$ cat src/rtl/latch_write_sequencer.sv
// Round-robin write sequencer for a shared bank of level-sensitive D latches.
// Drives registered D/EN with a setup / enable-pulse / hold sequence, then acks the winner.
module latch_write_sequencer #(
    parameter int unsigned NREQ  = 4,
    parameter int unsigned W     = 8,
    parameter int unsigned SETUP = 1,
    parameter int unsigned PULSE = 2,
    parameter int unsigned HOLD  = 1
) (
    input  logic              clk,
    input  logic              rst_n,
    input  logic [NREQ-1:0]   req,
    input  logic [NREQ*W-1:0] din,
    output logic [NREQ-1:0]   ack,
    output logic [W-1:0]      D,
    output logic              EN,
    output logic              busy
);
    localparam int unsigned IW = (NREQ > 1) ? $clog2(NREQ) : 1;

    typedef enum logic [2:0] {
        S_IDLE,
        S_SETUP,
        S_PULSE,
        S_HOLD,
        S_DONE
    } state_t;

    state_t            state_q, state_d;
    logic [7:0]        cnt_q, cnt_d;
    logic [IW-1:0]     ptr_q, ptr_d;
    logic [IW-1:0]     win_q, win_d;
    logic [W-1:0]      d_q, d_d;
    logic              en_q, en_d;
    logic              busy_q, busy_d;
    logic [NREQ-1:0]   ack_q, ack_d;

    logic              grant_found;
    logic [IW-1:0]     grant_idx;
    logic [IW-1:0]     cand;
    int unsigned       idx;

    // First high request at or after ptr, wrapping modulo NREQ.
    always_comb begin
        grant_found = 1'b0;
        grant_idx   = '0;
        cand        = '0;
        idx         = 0;
        for (int unsigned i = 0; i < NREQ; i++) begin
            idx  = (32'(ptr_q) + i) % NREQ;
            cand = IW'(idx);
            if (!grant_found && req[cand]) begin
                grant_found = 1'b1;
                grant_idx   = cand;
            end
        end
    end

    always_comb begin
        state_d = state_q;
        cnt_d   = cnt_q;
        ptr_d   = ptr_q;
        win_d   = win_q;
        d_d     = d_q;

        case (state_q)
            S_IDLE: begin
                if (grant_found) begin
                    state_d = S_SETUP;
                    cnt_d   = 8'(SETUP - 1);
                    d_d     = din[grant_idx*W +: W];
                    win_d   = grant_idx;
                    ptr_d   = (grant_idx == IW'(NREQ - 1)) ? '0 : grant_idx + IW'(1);
                end
            end
            S_SETUP: begin
                if (cnt_q == '0) begin
                    state_d = S_PULSE;
                    cnt_d   = 8'(PULSE - 1);
                end else begin
                    cnt_d = cnt_q - 8'd1;
                end
            end
            S_PULSE: begin
                if (cnt_q == '0) begin
                    state_d = S_HOLD;
                    cnt_d   = 8'(HOLD - 1);
                end else begin
                    cnt_d = cnt_q - 8'd1;
                end
            end
            S_HOLD: begin
                if (cnt_q == '0) begin
                    state_d = S_DONE;
                    cnt_d   = '0;
                end else begin
                    cnt_d = cnt_q - 8'd1;
                end
            end
            S_DONE: begin
                state_d = S_IDLE;
                cnt_d   = '0;
            end
            default: begin
                state_d = S_IDLE;
                cnt_d   = '0;
            end
        endcase
    end

    // Outputs are decoded from the next state so they register in step with it.
    always_comb begin
        en_d   = (state_d == S_PULSE);
        busy_d = (state_d != S_IDLE);
        ack_d  = '0;
        if (state_d == S_DONE) begin
            ack_d[win_d] = 1'b1;
        end
    end

    always_ff @(posedge clk or negedge rst_n) begin
        if (!rst_n) begin
            state_q <= S_IDLE;
            cnt_q   <= '0;
            ptr_q   <= '0;
            win_q   <= '0;
            d_q     <= '0;
            en_q    <= 1'b0;
            busy_q  <= 1'b0;
            ack_q   <= '0;
        end else begin
            state_q <= state_d;
            cnt_q   <= cnt_d;
            ptr_q   <= ptr_d;
            win_q   <= win_d;
            d_q     <= d_d;
            en_q    <= en_d;
            busy_q  <= busy_d;
            ack_q   <= ack_d;
        end
    end

    assign D    = d_q;
    assign EN   = en_q;
    assign busy = busy_q;
    assign ack  = ack_q;
endmodule

$ cat config.mk
export PLATFORM = sky130hd
export DESIGN_NAME = latch_write_sequencer
export DESIGN_NICKNAME = d
export VERILOG_FILES = /design/src/rtl/latch_write_sequencer.sv
export SDC_FILE = /design/constraint.sdc
export NUM_CORES = 1
export LEC_CHECK = 0
export CORE_MARGIN = 3
export CORE_UTILIZATION = 45
export CTS_BUF_LIST = sky130_fd_sc_hd__clkbuf_8
export CTS_CLUSTER_DIAMETER = 60
export DETAILED_ROUTE_END_ITERATION = 7
export PLACE_DENSITY = 0.79
export SLEW_MARGIN = 15
export SYNTH_ARGS = -nofsm -noshare
export SYNTH_HDL_FRONTEND = slang
export SYNTH_SLANG_ARGS = --single-unit
export TNS_END_PERCENT = 50
$ cat constraint.sdc
create_clock -name clk -period 2.4 [get_ports clk]
set_input_delay 0.6 -clock clk [delete_from_list [all_inputs] [get_ports clk]]
set_output_delay 0.6 -clock clk [all_outputs]
set_load 0.03 [all_outputs]
==> flow_metrics.env <==
export IMPL_critPathTopFamily="buffers and inverters"
export IMPL_finalWorstSetupSlack_ps=165
export IMPL_startpoint_type="primary input"
export IMPL_crit_top_cell="buf_4"
export IMPL_nFillCells=260
export IMPL_path_buf_inv=3
export IMPL_placementRows=21
export IMPL_cts_resized=0
export IMPL_initial_core_util_pct=47.7
export IMPL_critical_path_arrival_ps=2390
export IMPL_status="finished clean"
export IMPL_syn_area_per_cell_um2=10.0
export IMPL_die_height_um=66.2
export IMPL_maxSlewViolCount=0
export IMPL_ys_flop_type="dfrtp_1"
export IMPL_postCtsHoldBufs=0
export IMPL_worst_pin_slew_ps=753
export IMPL_slowest_delay_ps=600
export IMPL_synthDistinctLibCells=42
export IMPL_final_layout_size_suffix_gt1_share_pct=18.4
export IMPL_ys_ff_latch=29
export IMPL_grt_pass1_vias=1645
export IMPL_synth_edf_count=0
export IMPL_crit_path_end_kind="flop"
export IMPL_ys_warn_count=0
export IMPL_routedWlPerCell_um=15.3
export IMPL_postLayoutCoreUtil_pct=71.8
export IMPL_drt_iter0_drc=39
export IMPL_grt_max_degree=30
export IMPL_fin_crit_sh_pct=93.1
export IMPL_clk_path_buf_depth=2
export IMPL_die_width_um=66.2
export IMPL_hold_viol_final=0
export IMPL_power_leakage_nw=1.02
export IMPL_dpl_hpwl_um=3210
export IMPL_antenna_cells=0
export IMPL_track_usage_pct=21.5
export IMPL_hold_slack_ps=515
export IMPL_nets=273
export IMPL_instances_no_fill=280
export IMPL_clk_pin_slew_ps=60
export IMPL_async_reset_ff_share_pct=100
export IMPL_antenna_found_initial=0
export IMPL_yosys_area_top_type_share_pct=44.5
export IMPL_place_congestion=0.876
export IMPL_synthTopCellsByArea="dfrtp_1 (45%), mux2_2 (5.5%), a221o_1 (4.9%), nor2_1 (4.1%), a21boi_0 (3.7%)"
export IMPL_clock_sinks=29
export IMPL_period_needed_ps=2230
export IMPL_r2r_cells=6
export IMPL_syn_nets=203
export IMPL_powerDensity_nw_per_um2=1110
export IMPL_rsz0062_at_grt="no"
export IMPL_ys_seq_area_share_pct=44.5
export IMPL_routed_wl_um=4280
export IMPL_cts_max_level=2
export IMPL_required_ps=2560
export IMPL_area_growth_pct=50.5
export IMPL_drcViolationCount=0
export IMPL_dp_cells=272
export IMPL_place_area_um2=2320
export IMPL_setup_tns_ps=0
export IMPL_vias=1539
export IMPL_io_pins=52
export IMPL_cts_tree="yes"
export IMPL_vdd_drop_max_mv=0.508
export IMPL_critical_path_depth=8
export IMPL_hp_class="flop to flop"
export IMPL_p_total_mw=2.72
export IMPL_skew_ps=7.87
export IMPL_root_buffer="clkbuf_8"
export IMPL_fmax_mhz=448
export IMPL_pre_cts_ws_ps=-110
export IMPL_synth_common_cells="dfrtp_1 (29), nor2_1 (18), o21ai_0 (11)"
export IMPL_max_slew_margin_pct=49.6
export IMPL_grt_pass1_wl_um=7140
export IMPL_drt_vias_per_instance=5.50
export IMPL_cts_setup_buffers=0
export IMPL_die_area_um2=4380
export IMPL_gr_total_overflow=0
export IMPL_final_antenna_net_count=0
export IMPL_firstDrtPassIters=4
export IMPL_yosysMostFrequentCell="dfrtp_1"
export IMPL_setup_viol=0
export IMPL_clkLatencyLatePin_ps=280
export IMPL_yosysTopAreaCell="dfrtp_1"
export IMPL_crit_chain="clkdlybuf4s50_1, nor4_4, buf_4, a2111oi_0, buf_4, nor2b_1, xnor2_1, nor2_1"
export IMPL_crit_path_top_delay_cell="clkdlybuf4s50_1"
export IMPL_maxCapViolations=0
export IMPL_syn_area_um2=1630
export IMPL_path_class="primary input to flop"
export IMPL_critPathMaxFanout=5
export IMPL_io_buffers=51
export IMPL_fin_area_um2=2450
export IMPL_min_path_cells=1
export IMPL_coreArea_um2=3420
export IMPL_cts_buffers=5
export IMPL_synthCells=163
==> final cells by class <==
class / instances / area, µm² / share of cell area (%)
multi-input cells: 123 / 856 / 34.9
flip-flops and latches: 29 / 726 / 29.6
repair buffers: 70 / 666 / 27.1
clock buffers: 5 / 68.8 / 2.80
clock inverters: 3 / 65.1 / 2.65
well taps: 46 / 57.6 / 2.35
inverters: 4 / 15.0 / 0.612
==> power by group <==
part	switching (mW)	internal (mW)
Clock	0.192	0.412
Combinational	0.654	0.641
Sequential	0.149	0.676
Total	0.995	1.73
==> placed cells by master, fill, tap and decap left out, drive strengths merged, types with 6 or more instances in the layout <==
cell	instances
mux2	8
nor2	19
clkdlybuf4s50	51
nand2	10
nand3	8
a221o	8
o21ai	11
dfrtp	29
a21boi	8
buf	19
nand2b	6
==> path summary, 6_finish.rpt <==
| check | slack (ps) | startpoint | to |
|---|---|---|---|
| hold reg to reg | 520 | D[1] | D[1] |
| setup reg to reg | 330 | state_q[0] | ack[2] |
| min in group asynchronous | 710 | rst_n | D[0] |
| max in group asynchronous | 1410 | rst_n | cnt_q[7] |
| hold / removal | 520 | D[1] | D[1] |
| setup / recovery | 170 | req[1] | cnt_q[7] |
==> cells by family after synthesis <==
group | after synthesis | synth area share, %
DFF | 29 | 44.5
xor gates and xnor gates | 7 | 3.76
adders and majority gates | 2 | 1.53
and+or+nand+nor | 59 | 20.5
buffers and inverters | 11 | 2.99
muxes | 9 | 6.14
AOI/OAI and AO/OA | 46 | 20.6
==> worst reg2reg max path, stage by stage, from the launching register on <==
cell and delay [ps]:
dfrtp_1 470, nor3_1 480, nand2b_1 210, buf_4 240, o31ai_2 320, nand2b_1 180, nor2b_1 60
==> registers in the layout, indices dropped and copies added, names as in the netlist <==
register / count
ptr_q: 2
ack: 4
EN: 1
win_q: 2
D: 8
state_q: 3
cnt_q: 8
busy: 1
==> metal layers <==
layer	up-vias	share of wire (%)	track usage [%]
met1	739	39	22.4
met4	0	1.3	7.61
met3	8	6.8	7.48
met2	57	53	39.5
li1	735	-	-
met5	-	0	0
Note: power is estimated with default switching activity, not from simulation.
